### config.mk
export PLATFORM = sky130hd
export DESIGN_NAME = ir_cmd_decoder
export DESIGN_NICKNAME = d
export VERILOG_FILES = /design/src/rtl/ir_cmd_pkg.sv /design/src/rtl/ir_status_buffer.sv /design/src/rtl/ir_cmd_decoder.sv
export SDC_FILE = /design/constraint.sdc
export NUM_CORES = 1
export LEC_CHECK = 0
export BUFFER_PORTS_ARGS = -buffer_cell sky130_fd_sc_hd__buf_2
export CAP_MARGIN = 20
export CORE_UTILIZATION = 45
export CTS_CLUSTER_DIAMETER = 60
export CTS_CLUSTER_SIZE = 30
export DETAILED_ROUTE_END_ITERATION = 12
export PLACE_DENSITY = 0.69
export REMOVE_ABC_BUFFERS = 1
export SLEW_MARGIN = 40
export SYNTH_ARGS = -nofsm -noshare
export SYNTH_HDL_FRONTEND = slang
export SYNTH_HIERARCHICAL = 1
export SYNTH_SLANG_ARGS = --single-unit
### constraint.sdc
create_clock -name clk -period 2.7 [get_ports clk]
set_clock_uncertainty 0.05 [all_clocks]
set_input_delay 0.405 -clock clk [delete_from_list [all_inputs] [get_ports clk]]
set_output_delay 0.405 -clock clk [all_outputs]
set_load 0.05 [all_outputs]
### src/rtl/ir_cmd_pkg.sv
// Shared encodings for the IR command decoder: NEC key codes, one-hot motor
// commands, status-byte layout and the key/status/command mapping helpers.
package ir_cmd_pkg;

    localparam logic [7:0] KEY_FWD   = 8'h02;
    localparam logic [7:0] KEY_LEFT  = 8'h04;
    localparam logic [7:0] KEY_BRAKE = 8'h05;
    localparam logic [7:0] KEY_RIGHT = 8'h06;
    localparam logic [7:0] KEY_BACK  = 8'h08;

    localparam logic [7:0] CMD_STOP  = 8'h00;
    localparam logic [7:0] CMD_FWD   = 8'h02;
    localparam logic [7:0] CMD_LEFT  = 8'h08;
    localparam logic [7:0] CMD_BRAKE = 8'h10;
    localparam logic [7:0] CMD_RIGHT = 8'h20;
    localparam logic [7:0] CMD_BACK  = 8'h80;

    typedef enum logic [2:0] {
        STAT_STOP  = 3'b000,
        STAT_FWD   = 3'b001,
        STAT_LEFT  = 3'b010,
        STAT_BRAKE = 3'b011,
        STAT_RIGHT = 3'b100,
        STAT_BACK  = 3'b101
    } motor_stat_t;

    typedef enum logic [1:0] {
        ST_STOPPED = 2'b00,
        ST_ACTIVE  = 2'b01,
        ST_TIMEOUT = 2'b10
    } fsm_t;

    typedef struct packed {
        motor_stat_t stat;
        logic [3:0]  seq;
        logic        to_flag;
    } status_t;

    function automatic motor_stat_t key_to_stat(input logic [7:0] key);
        case (key)
            KEY_FWD:   return STAT_FWD;
            KEY_LEFT:  return STAT_LEFT;
            KEY_BRAKE: return STAT_BRAKE;
            KEY_RIGHT: return STAT_RIGHT;
            KEY_BACK:  return STAT_BACK;
            default:   return STAT_STOP;
        endcase
    endfunction

    function automatic logic [7:0] stat_to_cmd(input motor_stat_t stat);
        case (stat)
            STAT_FWD:   return CMD_FWD;
            STAT_LEFT:  return CMD_LEFT;
            STAT_BRAKE: return CMD_BRAKE;
            STAT_RIGHT: return CMD_RIGHT;
            STAT_BACK:  return CMD_BACK;
            default:    return CMD_STOP;
        endcase
    endfunction

endpackage

### src/rtl/ir_status_buffer.sv
// Status byte stream stage: one output register plus a 1-deep pending slot.
// Output is held while stalled; the newest status always replaces the slot.
module ir_status_buffer
    import ir_cmd_pkg::*;
(
    input  logic       clk_i,
    input  logic       rst_ni,
    input  logic       push_i,
    input  status_t    status_i,
    output logic [7:0] tx_data_o,
    output logic       tx_valid_o,
    input  logic       tx_ready_i
);

    status_t out_q;
    status_t pend_q;
    logic    out_vld_q;
    logic    pend_vld_q;
    logic    hs;

    assign hs         = out_vld_q && tx_ready_i;
    assign tx_data_o  = out_q;
    assign tx_valid_o = out_vld_q;

    always_ff @(posedge clk_i) begin
        if (!rst_ni) begin
            out_q      <= '0;
            pend_q     <= '0;
            out_vld_q  <= 1'b0;
            pend_vld_q <= 1'b0;
        end else if (!out_vld_q || hs) begin
            // A fresh status bypasses the slot; any older pending byte is stale.
            if (push_i) begin
                out_q      <= status_i;
                out_vld_q  <= 1'b1;
                pend_vld_q <= 1'b0;
            end else if (!out_vld_q && pend_vld_q) begin
                out_q      <= pend_q;
                out_vld_q  <= 1'b1;
                pend_vld_q <= 1'b0;
            end else begin
                out_vld_q  <= 1'b0;
            end
        end else if (push_i) begin
            pend_q     <= status_i;
            pend_vld_q <= 1'b1;
        end
    end

endmodule

### src/rtl/ir_cmd_decoder.sv
// NEC frame edge-detect, validation, motor FSM with dead-man timeout, status stream.
// Define IR_ADDR_FILTER_EN to also require the address byte to match IR_ADDR.
module ir_cmd_decoder
    import ir_cmd_pkg::*;
#(
    parameter int unsigned CLK_HZ     = 50_000_000,
    parameter int unsigned TIMEOUT_MS = 250,
    parameter logic [7:0]  IR_ADDR    = 8'h00
) (
    input  logic        clk,
    input  logic        rst_n,
    input  logic        data_ready,
    input  logic [31:0] ir_data,
    output logic [7:0]  motor_cmd,
    output logic        bad_frame,
    output logic [7:0]  tx_data,
    output logic        tx_valid,
    input  logic        tx_ready
);

    localparam longint unsigned TIMER_CYCLES = 64'(TIMEOUT_MS) * 64'(CLK_HZ) / 64'd1000;
    localparam int unsigned     TW           = $clog2(TIMER_CYCLES + 64'd1);
    localparam logic [TW-1:0]   TIMER_LOAD   = TW'(TIMER_CYCLES);

    logic          dr_q;
    logic          ev_q;
    logic [31:0]   frame_q;
    logic          dec_vld_q;
    logic          dec_ok_q;
    motor_stat_t   dec_stat_q;
    fsm_t          state_q;
    logic [7:0]    motor_cmd_q;
    logic          bad_frame_q;
    logic [TW-1:0] timer_q;
    logic [3:0]    seq_q;
    logic          push_q;
    status_t       status_q;

    logic          key_ok;
    logic          addr_ok;
    logic [3:0]    seq_d;
    logic [7:0]    cmd_d;

    assign key_ok = (frame_q[31:24] == ~frame_q[23:16]);

`ifdef IR_ADDR_FILTER_EN
    assign addr_ok = (frame_q[7:0] == IR_ADDR) && (frame_q[15:8] == ~IR_ADDR);
`else
    // Address bytes carry no meaning in this build.
    logic unused_addr;
    assign unused_addr = ^{frame_q[15:0], IR_ADDR};
    assign addr_ok     = 1'b1;
`endif

    assign seq_d = seq_q + 4'd1;
    assign cmd_d = stat_to_cmd(dec_stat_q);

    always_ff @(posedge clk) begin
        if (!rst_n) begin
            dr_q       <= 1'b0;
            ev_q       <= 1'b0;
            frame_q    <= '0;
            dec_vld_q  <= 1'b0;
            dec_ok_q   <= 1'b0;
            dec_stat_q <= STAT_STOP;
        end else begin
            dr_q       <= data_ready;
            ev_q       <= data_ready && !dr_q;
            if (data_ready && !dr_q) begin
                frame_q <= ir_data;
            end
            dec_vld_q  <= ev_q;
            dec_ok_q   <= key_ok && addr_ok;
            dec_stat_q <= key_to_stat(frame_q[23:16]);
        end
    end

    always_ff @(posedge clk) begin
        if (!rst_n) begin
            state_q     <= ST_STOPPED;
            motor_cmd_q <= CMD_STOP;
            bad_frame_q <= 1'b0;
            timer_q     <= '0;
            seq_q       <= '0;
            push_q      <= 1'b0;
            status_q    <= '0;
        end else begin
            bad_frame_q <= 1'b0;
            push_q      <= 1'b0;
            if (dec_vld_q && !dec_ok_q) begin
                bad_frame_q <= 1'b1;
            end else if (dec_vld_q) begin
                // Checked ahead of expiry so a frame on the expiry cycle keeps us ACTIVE.
                seq_q       <= seq_d;
                timer_q     <= TIMER_LOAD;
                motor_cmd_q <= cmd_d;
                state_q     <= (dec_stat_q == STAT_STOP) ? ST_STOPPED : ST_ACTIVE;
                if (cmd_d != motor_cmd_q) begin
                    push_q   <= 1'b1;
                    status_q <= '{stat: dec_stat_q, seq: seq_d, to_flag: 1'b0};
                end
            end else if (state_q == ST_ACTIVE) begin
                if (timer_q == '0) begin
                    state_q     <= ST_TIMEOUT;
                    motor_cmd_q <= CMD_STOP;
                    push_q      <= 1'b1;
                    status_q    <= '{stat: STAT_STOP, seq: seq_q, to_flag: 1'b1};
                end else begin
                    timer_q <= timer_q - TW'(1);
                end
            end
        end
    end

    assign motor_cmd = motor_cmd_q;
    assign bad_frame = bad_frame_q;

    ir_status_buffer u_status_buffer (
        .clk_i      (clk),
        .rst_ni     (rst_n),
        .push_i     (push_q),
        .status_i   (status_q),
        .tx_data_o  (tx_data),
        .tx_valid_o (tx_valid),
        .tx_ready_i (tx_ready)
    );

endmodule

# Yosys cells after proc, flatten, opt, wreduce, memory -nomap -nowiden
# Cells that the tools add are included.
dict set report classes {
  addsub 2
  n_reduce_logical 22
  muxes 29
  bitwise_logic 4
  eq_ne 15
}
# operator n
set ops {}
lappend ops {{$mux 24} 3}
lappend ops {{$mux 8} 9}
lappend ops {{$pmux 8 s5} 1}
lappend ops {{$eq 8x3->1 const B} 3}
lappend ops {{$logic_not 24->1} 1}
lappend ops {{$sub 24x1->24 const B} 1}
lappend ops {{$pmux 3 s5} 1}
lappend ops {{$mux 1} 12}
lappend ops {{$eq 8x2->1 const B} 1}
lappend ops {{$eq 8x4->1 const B} 1}
lappend ops {{$eq 8x8->1} 1}
lappend ops {{$ne 8x8->1} 1}
lappend ops {{$not 8->8} 1}
lappend ops {{$reduce_and 2->1} 4}
lappend ops {{$reduce_bool 2->1} 4}
lappend ops {{$eq 3x2->1 const B} 2}
lappend ops {{$eq 3x3->1 const B} 2}
lappend ops {{$mux 2} 3}
lappend ops {{$reduce_and 3->1} 2}
lappend ops {{$add 4x1->4 const B} 1}
lappend ops {{$logic_and 1x1->1} 4}
lappend ops {{$reduce_and 4->1} 1}
lappend ops {{$eq 3x1->1 const B} 1}
lappend ops {{$logic_not 1->1} 3}
lappend ops {{7 further kinds} 9}
dict set report word_totals {
  output_inout_bits 18
  word_cells 95
  register_bits 105
}

# Longest topological paths before layout
dict set report depth {
  word_depth 5
  ltp_mapped 8
  depth_no_buf 8
}

# Hierarchy
# Netlist, hierarchy kept.
# module cells_each area_per_inst_um2 instances seq_area_each_um2
set by_module_without_submodules {}
lappend by_module_without_submodules {ir_cmd_decoder 359 3057.9 1 1361.3}
lappend by_module_without_submodules {ir_status_buffer 73 799.5 1 360.3}

# Worst setup path before layout
# OpenSTA, ideal clock, no wires.
dict set report synth_path {
  path_kind {reg-to-reg}
  from {register timer_q[3]}
  to {register timer_q[15]}
  synth_period_minus_slack_ps 2321
  arrival_time_ps 2139
  setup_slack_ps 379
  stages_incl_launch_ff 8
  cell_sequence {dfxtp_1 -> or4_1 -> clkbuf_2 -> or3_4 -> a311o_2 -> nor4_2 -> xnor2_1 -> a21oi_1}
}
dict set report synth_via {
  elab_chain_cells 4
}
# item line
set synth_lines {}
lappend synth_lines {{from (decl)} ir_cmd_decoder.sv:34} ;# logic [TW-1:0] timer_q;
lappend synth_lines {{from (signal assigned)} ir_cmd_decoder.sv:109} ;# timer_q <= timer_q - TW'(1);
lappend synth_lines {{$sub 24x1->24} ir_cmd_decoder.sv:109}
lappend synth_lines {{$mux 24} ir_cmd_decoder.sv:103} ;# if (timer_q == '0) begin
lappend synth_lines {{$mux 24} ir_cmd_decoder.sv:102} ;# end else if (state_q == ST_ACTIVE) begin
lappend synth_lines {{$mux 24} ir_cmd_decoder.sv:92} ;# end else if (dec_vld_q) begin
# Parallel ways exist; a longest one is shown, timed or not. The select of a mux whose other input is x is not followed.
# A chain may end at the register's enable or synchronous reset.

# Final worst setup path
# Same ends and word-level chain as after synthesis.

==> summary by stage <==
Die
The die is 94.59 µm tall. The total core area is ~8300 µm². The horizontal die dimension is 94.59 µm. The die covers 8946 µm². 54 I/O pins were placed. The number of core rows is 33.

The starting utilization of the core area is a little under half.

Synth
By area the synthesized netlist is led by sky130_fd_sc_hd__dfxtp_1 45%, sky130_fd_sc_hd__a21oi_1 6.1%, sky130_fd_sc_hd__nand2_1 5.8%. Summing the areas of all and, or, nand and nor instances in the mapped netlist gives between 20% and 30% of the synthesized area. Measured against the total synthesized area, the mux share comes to under 10%. Summing the areas of all fa, ha and maj instances in the mapped netlist gives 0.6487% of the synthesized area. The per-instance average area after synthesis is roughly 8.9 µm².

Yosys printed 6 warnings. The count of cell types in the netlist is between 50 and 60. The share of synthesized area in the top cell type comes to 44.63%.

The cell taking the most area after synthesis is sky130_fd_sc_hd__dfxtp_1. The sequential-to-total area share from yosys stat is between 40 and 50%. Counting flops and latches in the post-synthesis netlist gives between 80 and 90.

The parity-gate share of the synthesized area counting xor and xnor cells is between 7 and 8%. Counting flops with an async set or reset pin after synthesis yields a share of 0%. The number of flops mapped to enable cells by yosys is 0. The most common flop cell mapped by yosys is sky130_fd_sc_hd__dfxtp_1. The synthesized-area fraction occupied by ao, oa, aoi and oai cells is 13.10%.

The synthesized netlist occupies a cell area of between 3000 and 4000 µm². After synthesis, the largest family of logic cells by area is simple AND/OR/NAND/NOR gates. The count of mapped cells out of synthesis is between 400 and 500.

Power
In this run, flip-flops and latches consume about half of the power. The power share of the clock group is a little over two fifths. Net switching is between 20% and 30% of the power. For this design the total switching power over the nets is 0.5440 mW. The combinational share of power is between 4 and 5%. The internal power contribution is 1.997 mW. The completed layout was analyzed and its total power is 2.541 mW.

IR analysis of the VDD net gives a maximum drop of 328.5 µV. The total power divided by cell area is between 500 and 600 nW/µm². The analysis attributes to cell leakage a power of 1.794 nW.

Route
Wires add up to just over 7000 µm. In the final routed layout, each cell accounts on average for between 10 and 15 µm. The detailed router finished its first iteration with 110 violations. The number of antenna-violating nets in the routed design is 0. The routed via count divided by cell count is between 5 and 6.

In the routed design, unresolved DRC markers number 0. The via count is roughly 3,000. The number of search-and-repair iterations in the first detailed-routing pass is 4.

Cells and area
The most frequent standard cell in the layout excluding fill and tap cells is sky130_fd_sc_hd__dfxtp_1. The top cell types in the final layout, fill and taps aside, are 86 x sky130_fd_sc_hd__dfxtp_1, 60 x sky130_fd_sc_hd__nand2_1, 47 x sky130_fd_sc_hd__a21oi_1, 34 x sky130_fd_sc_hd__buf_2, 28 x sky130_fd_sc_hd__nor2_1. In the final design database the tool counted about 500 nets. The filler-free cell count of the finished design is 569. The antenna cell count is 0.

The share of layout cells above drive strength 1 is between 10% and 20%. The final-layout fill cell count is 803. The signed area change from the synthesized netlist to the final layout is 12.42%. Cells fill between 50 and 60% of the core in the end.

Placement
The number of input and output port buffers inserted is 34. Routability-driven placement finished with a final weighted congestion of just over 0.7. The number of placed instances with taps included is 553. The post-DP HPWL is between 4000 and 5000 µm.

Min path
The min-delay analysis places its worst path in the category primary input to register.

Clocking
The clock drives 86 sinks. The clock tree from TritonCTS is yes. Clock latency on the worst-skew pair, taken at its later pin, is around 0.36 ns.

The number of hold buffers added after CTS is 0. The total of cells resized after clock tree synthesis is 0. The cell chosen for the clock root is sky130_fd_sc_hd__clkbuf_8. The level count of the clock H-tree is 3. The number of buffers inserted during clock tree synthesis is 9. The clock transition time at the flip-flop clock pins of the worst setup and hold paths is ~0.090 ns.

Buffers added to address setup during post-CTS repair amount to 0. The maximum buffer depth of the clock tree is 2.

Timing
Setup repair after global routing left no endpoint under its margin. Based on the critical path, the design can be clocked at up to slightly above 0.4 GHz. Setup violations remaining at the end of the flow were counted as 0. Final hold analysis gives a worst-case slack of between 0.2 and 0.25 ns. The count of pins over their slew limit is 0.

The final critical path takes up around 90% of the cycle. The worst max-slew margin expressed relative to the limit is between 50 and 60%. For the final routed database, the setup TNS stands at 0 ns. The final critical-path required period is ~2.5 ns.

The final hold violation count is 0. For the pin with the worst max-slew slack, the measured transition is 0.6179 ns.

Worst setup path
Walking the worst path, the cells encountered are or4_1 > or3_4 > a311o_2 > nor4_2 > xnor2_1 > a21oi_1. The slowest stage of the critical path is the sky130_fd_sc_hd__or4_1 cell. The worst setup path is captured at a register. The worst path arrival time is roughly 2.6 ns.

The worst path buffer plus inverter count is 0. Along the worst path, the maximum fanout reaches 7. The worst path required time is 2.86 ns. The maximum cell stage delay along the critical path is between 0.6 and 0.7 ns.

The worst setup path is launched from a register. The type of the worst setup path is register to register. On the critical path the largest part of the delay comes from simple AND/OR/NAND/NOR gates.

GRT
The first global-routing pass estimated about 12,000 µm of wire. Global routing finished with a remaining overflow of 0. The number of antenna violations at the first check in global routing is 0.

The number of global-route vias before repair is ~2,800. The maximum number of pins on one net before global-route repair is 27. Global routing consumed, over all layers together, between 15 and 20% of the routing resources.

Flow run
The number of maximum-capacitance violations is 0.

Run status
The flow ran to the end, and the final reports show no timing, DRC or antenna violations.
-- through the flow --
step	cell area (µm²)	setup WS, ns
after floorplan	3712	0.2815
after global placement	4081	0.2595
after detailed placement	4081	0.2581
after CTS	4337	0.2198
after global routing	4337	0.09044
final	4337	0.2279
-- cells by family (layout without fill, tap and decap cells) --
logic type / count (synthesis) / in the layout
AOI/OAI and AO/OA: 79 / 79
buffers and inverters: 35 / 65
muxes: 18 / 18
other: 1 / 3
and+or+nand+nor: 176 / 176
xor gates and xnor gates: 35 / 35
adders and majority gates: 2 / 2
DFF: 86 / 86
-- path summary, 6_finish.rpt --
path / endpoint / slack (ns) / startpoint / cells after the start
worst max register to register: timer_q[15] / 0.23 / timer_q[3] / 6
worst min-delay path: frame_q[29] / 0.22 / ir_data[29] / 3
worst max-delay path: timer_q[15] / 0.23 / timer_q[3] / 6
worst min register to register: ev_q / 0.40 / dr_q / 1
-- metal layers --
metal,vias up,wire length (µm),track usage (%)
met5,-,0,0
met4,0,153,9.217
met3,12,301,4.992
met2,46,3233,28.14
met1,1387,3483,21.88
li1,1543,-,-
-- cell usage after synthesis (2+ instances only) --
| cell type | n |
|---|---|
| sky130_fd_sc_hd__mux2i_1 | 18 |
| sky130_fd_sc_hd__o211a_1 | 8 |
| sky130_fd_sc_hd__or4_4 | 2 |
| sky130_fd_sc_hd__nor4_1 | 4 |
| sky130_fd_sc_hd__nand2b_1 | 4 |
| sky130_fd_sc_hd__xor2_1 | 20 |
| sky130_fd_sc_hd__or3_1 | 2 |
| sky130_fd_sc_hd__buf_6 | 3 |
| sky130_fd_sc_hd__nor2_1 | 28 |
| sky130_fd_sc_hd__clkbuf_1 | 18 |
| sky130_fd_sc_hd__nor3b_1 | 5 |
| sky130_fd_sc_hd__o21ai_0 | 5 |
| sky130_fd_sc_hd__nor2b_1 | 17 |
| sky130_fd_sc_hd__ha_1 | 2 |
| sky130_fd_sc_hd__a221oi_1 | 2 |
| sky130_fd_sc_hd__nor4_2 | 4 |
| sky130_fd_sc_hd__nor3_2 | 2 |
| sky130_fd_sc_hd__nand2_1 | 60 |
| sky130_fd_sc_hd__dfxtp_1 | 86 |
| sky130_fd_sc_hd__o211ai_1 | 2 |
| sky130_fd_sc_hd__inv_1 | 6 |
| sky130_fd_sc_hd__and2_1 | 4 |
| sky130_fd_sc_hd__nand3_1 | 12 |
| sky130_fd_sc_hd__a21oi_1 | 47 |
| sky130_fd_sc_hd__or4_1 | 2 |
| sky130_fd_sc_hd__a311oi_1 | 4 |
| sky130_fd_sc_hd__nor3_1 | 5 |
| sky130_fd_sc_hd__xnor2_1 | 15 |
| sky130_fd_sc_hd__nand4_1 | 9 |
| sky130_fd_sc_hd__buf_4 | 5 |
| sky130_fd_sc_hd__a32o_1 | 3 |
| sky130_fd_sc_hd__and3_1 | 2 |
| sky130_fd_sc_hd__nand3b_1 | 5 |
| sky130_fd_sc_hd__or3_4 | 2 |
-- sequential cells by signal (all words and copies together), names as in the netlist, 2 cells and up --
signal / cells
status_q: 8
u_status_buffer/pend_q: 8
frame_q: 16
state_q: 2
timer_q: 24
dec_stat_q: 3
motor_cmd: 5
seq_q: 4
u_status_buffer/tx_data_o: 8
-- layout make-up --
type                    instances  area, µm²  area share (%)
well taps                     105      131.4           3.029
flip-flops and latches         86       1722           39.70
multi-input cells             313       1968           45.38
repair buffers                 43      237.7           5.482
clock inverters                 5      103.9           2.395
clock buffers                  11      151.4           3.491
inverters                       6      22.52          0.5193
-- worst min-delay path, cell delays in order --
cell	delay [ns]
sky130_fd_sc_hd__buf_2	0.09
sky130_fd_sc_hd__nand2_1	0.04
sky130_fd_sc_hd__a21oi_1	0.05
-- power by group through the flow --
| stage | logic (mW) | registers (mW) | clock network [mW] |
|---|---|---|---|
| global placement | 0.120 | 1.33 | 0 |
| finish | 0.121 | 1.30 | 1.12 |
| global route | 0.136 | 1.31 | 1.20 |
| CTS | 0.123 | 1.30 | 1.14 |
| floorplan | 0.0709 | 1.34 | 0 |
| detailed placement | 0.122 | 1.33 | 0 |
Note: power is estimated with default switching activity, not from simulation.
